### src/rtl/mem_access.sv
// mem_access: MEM-stage data-memory requester.
// Converts an EX-stage LOAD/STORE into a single req/ack bus transaction,
// generates byte enables and lane-replicated store data, aligns and extends
// returned load data, and holds the pipeline while the access is in flight.
// A transaction that sees no acknowledge within MAX_WAIT request cycles is
// abandoned and reported on bus_err.

module mem_access #(
    parameter int MAX_WAIT = 16
) (
    input  logic        clk,
    input  logic        reset_n,
    input  logic        ex_valid,
    input  logic [6:0]  opcode,
    input  logic [2:0]  funct3,
    input  logic [31:0] addr,
    input  logic [31:0] store_data,
    output logic [31:0] d_address,
    output logic        d_req,
    output logic        d_we,
    output logic [3:0]  d_be,
    output logic [31:0] d_data_write,
    input  logic        d_ack,
    input  logic [31:0] d_data_in,
    output logic [31:0] d_data_read,
    output logic        rdata_valid,
    output logic        stall,
    output logic        access_err,
    output logic        bus_err
);

    localparam int              CW        = $clog2(MAX_WAIT + 1);
    localparam logic [CW-1:0]   C_MAX     = CW'(MAX_WAIT);
    localparam logic [CW-1:0]   C_ONE     = CW'(1);
    localparam logic [6:0]      OP_LOAD   = 7'b0000011;
    localparam logic [6:0]      OP_STORE  = 7'b0100011;
    localparam logic [2:0]      F3_B      = 3'b000;
    localparam logic [2:0]      F3_H      = 3'b001;
    localparam logic [2:0]      F3_W      = 3'b010;
    localparam logic [2:0]      F3_BU     = 3'b100;
    localparam logic [2:0]      F3_HU     = 3'b101;

    typedef enum logic [0:0] {
        ST_IDLE = 1'b0,
        ST_REQ  = 1'b1
    } state_t;

    // Legal size/sign code for the access kind, combined with alignment.
    function automatic logic f_legal(input logic       is_load,
                                     input logic [2:0] f3,
                                     input logic [1:0] off);
        logic ok;
        case (f3)
            F3_B:    ok = 1'b1;
            F3_H:    ok = ~off[0];
            F3_W:    ok = (off == 2'b00);
            F3_BU:   ok = is_load;
            F3_HU:   ok = is_load & ~off[0];
            default: ok = 1'b0;
        endcase
        return ok;
    endfunction

    // Byte enables for a store of the given size at the given byte offset.
    function automatic logic [3:0] f_byte_en(input logic [2:0] f3,
                                             input logic [1:0] off);
        logic [3:0] be;
        case (f3)
            F3_B:    be = 4'b0001 << off;
            F3_H:    be = 4'b0011 << off;
            F3_W:    be = 4'b1111;
            default: be = 4'b0000;
        endcase
        return be;
    endfunction

    // Store data replicated across every lane so the memory can pick any.
    function automatic logic [31:0] f_lanes(input logic [2:0]  f3,
                                            input logic [31:0] sd);
        logic [31:0] w;
        case (f3)
            F3_B:    w = {4{sd[7:0]}};
            F3_H:    w = {2{sd[15:0]}};
            F3_W:    w = sd;
            default: w = 32'h0000_0000;
        endcase
        return w;
    endfunction

    // Pull the addressed byte/half out of the raw word and extend it.
    function automatic logic [31:0] f_extract(input logic [2:0]  f3,
                                              input logic [1:0]  off,
                                              input logic [31:0] raw);
        logic [31:0] sh;
        logic [31:0] res;
        sh = raw >> {off, 3'b000};
        case (f3)
            F3_B:    res = {{24{sh[7]}}, sh[7:0]};
            F3_H:    res = {{16{sh[15]}}, sh[15:0]};
            F3_W:    res = raw;
            F3_BU:   res = {24'h00_0000, sh[7:0]};
            F3_HU:   res = {16'h0000, sh[15:0]};
            default: res = 32'h0000_0000;
        endcase
        return res;
    endfunction

    state_t        r_state;
    state_t        w_state_nxt;
    logic [CW-1:0] r_cnt;
    logic          r_is_load;
    logic [2:0]    r_funct3;
    logic [1:0]    r_off;

    logic [31:0]   r_d_address;
    logic          r_d_req;
    logic          r_d_we;
    logic [3:0]    r_d_be;
    logic [31:0]   r_d_data_write;
    logic [31:0]   r_d_data_read;
    logic          r_rdata_valid;
    logic          r_access_err;
    logic          r_bus_err;

    logic          w_is_load;
    logic          w_is_store;
    logic          w_access;
    logic          w_legal;
    logic          w_start;
    logic          w_reject;
    logic          w_timeout;
    logic          w_term;
    logic          w_stall;

    assign w_is_load  = (opcode == OP_LOAD);
    assign w_is_store = (opcode == OP_STORE);
    assign w_access   = ex_valid & (w_is_load | w_is_store);
    assign w_legal    = f_legal(w_is_load, funct3, addr[1:0]);
    assign w_start    = w_access & w_legal;
    assign w_reject   = w_access & ~w_legal;
    assign w_timeout  = (r_cnt == C_MAX);
    assign w_term     = d_ack | w_timeout;

    // State register with synchronous active-low reset.
    always_ff @(posedge clk) begin
        if (!reset_n) begin
            r_state <= ST_IDLE;
        end else begin
            r_state <= w_state_nxt;
        end
    end

    // Next-state: accept a legal access in IDLE, leave REQ on ack or timeout.
    always_comb begin
        w_state_nxt = r_state;
        case (r_state)
            ST_IDLE: begin
                if (w_start) begin
                    w_state_nxt = ST_REQ;
                end else begin
                    w_state_nxt = ST_IDLE;
                end
            end
            ST_REQ: begin
                if (w_term) begin
                    w_state_nxt = ST_IDLE;
                end else begin
                    w_state_nxt = ST_REQ;
                end
            end
            default: w_state_nxt = ST_IDLE;
        endcase
    end

    // Stall: raised in the accept cycle, held in REQ until the terminating cycle.
    always_comb begin
        w_stall = 1'b0;
        case (r_state)
            ST_IDLE: begin
                if (w_start) begin
                    w_stall = 1'b1;
                end else begin
                    w_stall = 1'b0;
                end
            end
            ST_REQ: begin
                if (w_term) begin
                    w_stall = 1'b0;
                end else begin
                    w_stall = 1'b1;
                end
            end
            default: w_stall = 1'b0;
        endcase
    end

    // Bus outputs, wait counter, captured access info and result registers.
    always_ff @(posedge clk) begin
        if (!reset_n) begin
            r_cnt          <= '0;
            r_is_load      <= 1'b0;
            r_funct3       <= 3'b000;
            r_off          <= 2'b00;
            r_d_address    <= 32'h0000_0000;
            r_d_req        <= 1'b0;
            r_d_we         <= 1'b0;
            r_d_be         <= 4'b0000;
            r_d_data_write <= 32'h0000_0000;
            r_d_data_read  <= 32'h0000_0000;
            r_rdata_valid  <= 1'b0;
            r_access_err   <= 1'b0;
            r_bus_err      <= 1'b0;
        end else begin
            // Pulses default low; the branches below raise them for one cycle.
            r_rdata_valid <= 1'b0;
            r_access_err  <= 1'b0;
            r_bus_err     <= 1'b0;
            case (r_state)
                ST_IDLE: begin
                    if (w_start) begin
                        r_cnt          <= C_ONE;
                        r_is_load      <= w_is_load;
                        r_funct3       <= funct3;
                        r_off          <= addr[1:0];
                        r_d_address    <= {addr[31:2], 2'b00};
                        r_d_req        <= 1'b1;
                        r_d_we         <= w_is_store;
                        r_d_be         <= w_is_store ? f_byte_en(funct3, addr[1:0]) : 4'b0000;
                        r_d_data_write <= w_is_store ? f_lanes(funct3, store_data) : 32'h0000_0000;
                    end else begin
                        r_access_err   <= w_reject;
                    end
                end
                ST_REQ: begin
                    if (d_ack) begin
                        r_d_req <= 1'b0;
                        r_d_we  <= 1'b0;
                        r_d_be  <= 4'b0000;
                        if (r_is_load) begin
                            r_d_data_read <= f_extract(r_funct3, r_off, d_data_in);
                            r_rdata_valid <= 1'b1;
                        end else begin
                            r_d_data_read <= r_d_data_read;
                        end
                    end else if (w_timeout) begin
                        r_d_req       <= 1'b0;
                        r_d_we        <= 1'b0;
                        r_d_be        <= 4'b0000;
                        r_bus_err     <= 1'b1;
                        r_d_data_read <= 32'h0000_0000;
                    end else begin
                        r_cnt <= r_cnt + C_ONE;
                    end
                end
                default: begin
                    r_d_req <= 1'b0;
                end
            endcase
        end
    end

    assign d_address    = r_d_address;
    assign d_req        = r_d_req;
    assign d_we         = r_d_we;
    assign d_be         = r_d_be;
    assign d_data_write = r_d_data_write;
    assign d_data_read  = r_d_data_read;
    assign rdata_valid  = r_rdata_valid;
    assign access_err   = r_access_err;
    assign bus_err      = r_bus_err;
    assign stall        = w_stall;

endmodule

### config.mk
export PLATFORM = sky130hd
export DESIGN_NAME = mem_access
export DESIGN_NICKNAME = d
export VERILOG_FILES = /design/src/rtl/mem_access.sv
export SDC_FILE = /design/constraint.sdc
export NUM_CORES = 1
export LEC_CHECK = 0
export CORE_MARGIN = 2
export CORE_UTILIZATION = 25
export DETAILED_ROUTE_END_ITERATION = 6
export PLACE_DENSITY = 0.51
export SLEW_MARGIN = 5
export SYNTH_ARGS = -nofsm -noshare
export SYNTH_HDL_FRONTEND = slang
export SYNTH_SLANG_ARGS = --single-unit
### constraint.sdc
create_clock -name clk -period 5.7 [get_ports clk]
set_input_delay 1.14 -clock clk [delete_from_list [all_inputs] [get_ports clk]]
set_output_delay 1.14 -clock clk [all_outputs]
set_load 0.1 [all_outputs]
---- After elaboration in Yosys (flattened, before gate mapping) ----
Cells that the tools add are included.
operators by class
  shift-type cells ........................ 3
  bitwise gates (word level) .............. 10
  equal/unequal tests ..................... 16
  muxes and demuxes ....................... 28
  add/sub/neg operators ................... 1
  reduce and logical (&&, ||, !) cells .... 11
operators by type and width
  cell                                                              number
  32-bit case mux with 5 select lines                               1
  32-bit two-way mux                                                4
  32-bit case mux with 3 select lines                               1
  32-bit by 5-bit >> shifter with 16-bit output                     1
  4-bit two-way mux                                                 4
  5-bit two-way mux                                                 3
  3-bit == test (second input constant)                             4
  4-bit case mux with 3 select lines                                1
  5-bit case mux with 2 select lines                                1
  3-bit AND reduction                                               3
  1-bit two-way mux                                                 8
  4-bit case mux with 2 select lines                                1
  7-bit by 2-bit == test with 1-bit output (second input constant)  1
  7-bit by 6-bit == test with 1-bit output (second input constant)  1
  3-bit by 1-bit == test with 1-bit output (second input constant)  2
  3-bit by 2-bit == test with 1-bit output (second input constant)  2
  3-bit zero test                                                   2
  2-bit != test (second input constant)                             3
  1-bit case mux with 2 select lines                                3
  3-bit OR reduction                                                2
  5-bit by 1-bit adder with 5-bit output (second input constant)    1
  5-bit == test (second input constant)                             1
  1-bit case mux with 5 select lines                                1
  1-bit bitwise AND                                                 4
  9 further kinds                                                   14
storage, ports and cells
  input port bits ......................... 110
  register bits ........................... 115
  output and inout port bits .............. 106

---- Logic depth before layout (Yosys ltp) ----
  depth after elaboration ................. 6
  gate-level depth with buffers ........... 7

---- Worst setup path before layout ----
Ideal clock, no wire load.
  kind .................................... in2out
  start ................................... input port funct3[2]
  end ..................................... output port stall
  stages on the path ...................... 5
  data required time ...................... 4560 ps
  arrival time ............................ 3207 ps
  slack ................................... 1353 ps
  cells stage by stage .................... clkbuf_1 or4_4 a2111o_1 clkbuf_1 nand2_1
on the way
  word-level cells in the longest chain between the ends .. 5
RTL lines
  item                                         RTL line  RTL
  start, declared                              15        input logic [2:0] funct3,
  3-bit == test, or another cell as far along  53        case (f3)
  1-bit case mux with 5 select lines *         53
  1-bit bitwise AND *                          139       assign w_start = w_access & w_legal;
  1-bit two-way mux *                          180       if (w_start) begin
  1-bit case mux with 2 select lines *         178       case (r_state)
  end, declared                                27        output logic stall,
Mark *: on every way between the ends. The rest lies on a longest branch, timed or not.

---- Worst setup path in the final report ----
  start ................................... input port funct3[0]
  end ..................................... output port stall
The elaborated chain is that of the path after synthesis.

==> flow_metrics.py <==
metrics = {
    "synthesis": {
        "synth-edff-count": 0,
        "ys_warn_count": 0,
        "synthCells": 569,
        "yosysUniqueCellTypes": 54,
        "ys_seq_area_share_pct": 46.1,
        "postSynth.asyncResetShare_pct": 0,
        "synth-main-ff-cell": "dfxtp_1",
        "avgSynthCellArea_um2": 8.78,
        "syn_area_um2": 5000,
        "ys_ff_latch": 115,
    },
    "drt": {
        "vias": 5082,
        "drt_iter0_markers": 246,
        "wl_per_cell_um": 17.2,
        "detail-route-antenna-nets": 0,
        "avgViaCountPerCell": 4.86,
        "drt-total-wl_um": 18000,
        "dr.pass1.iters": 4,
        "drc": 0,
    },
    "finish": {
        "drive_gt1_share_pct": 7.82,
        "syn_to_final_growth_pct": 59.2,
        "final_cells": 1045,
        "nNetsFinal": 879,
        "diodes": 0,
    },
    "min_path": {
        "whs_endpoint": "d_data_read[5]$_SDFFE_PN0P_",
        "worstHoldStart": "d_data_read[5]$_SDFFE_PN0P_",
        "holdPathStages": 2,
        "hold_path.class": "flop to flop",
    },
    "pwr": {
        "p_seq_share_pct": 40.3,
        "p_sw_share_pct": 24.5,
        "ir_worst_vdd_mv": 0.194,
        "p_comb_share_pct": 8.4,
        "power_mw": 2.00,
        "p_clk_share_pct": 51.3,
        "power_switching_uw": 491,
        "p_per_area_nw_per_um2": 251,
        "p_int_mw": 1.51,
        "leakagePower_nw": 2.86,
    },
    "sta": {
        "setup_tns_ns": 0,
        "rsz0062_at_grt": "false",
        "worstMarginPinSlew_ns": 1.25,
        "finalHoldViolCount": 0,
        "slew_violations": 0,
        "layout_min_cycle_time_ns": 4.75,
        "clock_skew_ns": 0.0100,
        "setup_viol": 0,
        "period_share_pct": 83.3,
        "slew_headroom_pct": 16.9,
        "setup_slack_ns": 0.955,
        "max_freq_mhz": 211,
    },
    "clock_tree": {
        "clk_path_buf_depth": 2,
        "numCtsBuffers": 17,
        "clock_latency_ns": 0.41,
        "cts_tree": "done",
        "postCtsHoldBufs": 0,
        "htree_levels": 4,
        "cts_resized": 0,
        "cts_root_buf": "clkbuf_16",
        "path_clk_slew_ns": 0.06,
        "clock-sinks": 115,
        "post_cts_buffers": 0,
    },
    "worst_setup_path": {
        "crit_chain": "clkdlybuf4s50_1, or4_4, a2111o_1, buf_4, nand2_1, buf_12",
        "reg2reg_depth": 4,
        "worst_setup_path_end_kind": "output pin",
        "ff2ff_setup_slack_ns": 3.49,
        "crit_required_ns": 4.56,
        "max_stage_delay_ns": 0.74,
        "path_max_fanout": 42,
        "worstSetupStartpointType": "primary input",
        "cp_slowest_cell": "clkdlybuf4s50_1",
        "r2r_end": "d_be[1]$_SDFFE_PN0P_",
        "arrival_ns": 3.61,
        "worstReg2RegStart": "r_state$_SDFF_PN0_",
        "critPathKind": "primary input to output pin",
    },
    "die": {
        "initial_utilization_pct": 25.6,
        "placementRows": 51,
        "die_width_um": 145,
        "io_pins": 216,
        "die_area_um2": 21100,
        "core_area_um2": 19500,
        "dieHeight_um": 145,
    },
    "placement": {
        "dp.cells": 1013,
        "pre_cts_ws_ns": 0.953,
        "place_congestion": 0.827,
        "dp_hpwl_um": 13400,
        "io_buffers": 213,
    },
    "global_route": {
        "grt_max_degree": 43,
        "grt_usage_pct": 16.9,
        "first_global_vias": 5118,
        "antenna_found_initial": 0,
        "overflow": 0,
        "grt_first_pass_wirelength_um": 28400,
    },
    "status": {
        "outcome": "completed",
    },
    "job": {
        "maxCapViolations": 0,
    },
}
==> cell families after synthesis <==
logic type      after synthesis  share of synthesized area [%]
compound gates              189                           26.0
mux                          13                           4.63
xor+xnor                      3                          0.526
buf+inv                      52                           4.18
fa+ha+maj                     2                          0.501
flops                       115                           46.1
other cells                   1                         0.0750
simple gates                194                           18.0
==> registers in the layout, indices dropped and copies added (netlist names) <==
signal and cells:
rdata_valid 1, r_off 2, r_state 1, d_we 1
r_funct3 3, r_cnt 5, bus_err 1, d_be 4
d_req 1, d_data_write 32, access_err 1, d_data_read 32
d_address 30, r_is_load 1
==> Yosys cell counts (all sizes together) (7+ instances only) <==
master	n	share of area, %
nand2b	9	1.1
nor2b	14	1.8
a21oi	80	8.0
a22oi	15	2.3
nor2	12	0.95
nand3	9	0.90
mux4	8	3.6
clkbuf	35	2.6
a221o	17	3.4
o211ai	9	1.4
inv	7	0.53
o2bb2ai	16	2.8
dfxtp	115	46
a22o	15	2.6
a21o	8	1.2
nand2	122	9.2
buf	10	1.0
o21ai	14	1.4
==> critical path: cells and delay by family <==
family	cells	cell delay [ns]
buffers and inverters	3	1.19
AO/OA/AOI/OAI	1	0.42
AND/OR/NAND/NOR	2	0.84
==> layout make-up <==
class / count / area [µm²]
clock inverter: 14 / 133
multi-input combinational: 403 / 2510
timing repair buffer: 223 / 2220
inverter: 7 / 26.3
tap: 265 / 332
fill: 1998 / 11600
sequential: 115 / 2300
clock buffer: 18 / 439
==> power by group through the flow <==
stage	logic [mW]	clock network, mW	registers, mW
2_1_floorplan	0.0573	0	0.827
3_3_place_gp	0.167	0	0.823
3_5_place_dp	0.168	0	0.823
4_1_cts	0.169	1.05	0.805
5_1_grt	0.180	1.10	0.805
6_report	0.169	1.02	0.805
==> per-stage QoR <==
stage          hold WS [ns]  util, %  instance area, µm²
6_report              0.439     40.8                7960
5_1_grt               0.450     40.8                7960
4_1_cts               0.439     40.8                7960
3_5_place_dp          0.431     37.8                7390
3_3_place_gp          0.425     37.8                7390
2_1_floorplan         0.455        -                5000
==> cell usage in the layout (no fill, tap or decap), types with 3 or more instances in the layout <==
cell             count
clkdlybuf4s50_1    212
nand2_1            122
dfxtp_1            115
a21oi_1             80
a221o_1             17
clkbuf_16           17
o2bb2ai_1           16
a22oi_1             15
a22o_1              15
nor2b_1             14
o21ai_0             14
nor2_1              11
buf_4               10
nand3_1              9
o211ai_1             9
nand2b_1             9
mux4_2               8
a21o_1               8
inv_1                7
and3_1               6
clkinv_4             6
mux2i_1              4
or4_1                3
nand4_1              3
xor2_1               3
clkinvlp_4           3
==> metal layers <==
| layer | GRT usage (%) | routed length (µm) |
|---|---|---|
| met1 | 20.2 | 7590 |
| met2 | 29.1 | 9050 |
| met3 | 4.73 | 1050 |
| met4 | 5.59 | 333 |
| met5 | 0 | 0 |
==> worst max-delay path by stage <==
stage,cells past startpoint,startpoint,to
2_1_floorplan,5,funct3[2],stall
3_3_place_gp,6,funct3[0],stall
3_5_place_dp,6,funct3[0],stall
4_1_cts,6,funct3[0],stall
5_1_grt,6,funct3[0],stall
6_report,6,funct3[0],stall
Note: power is estimated with default switching activity, not from simulation.
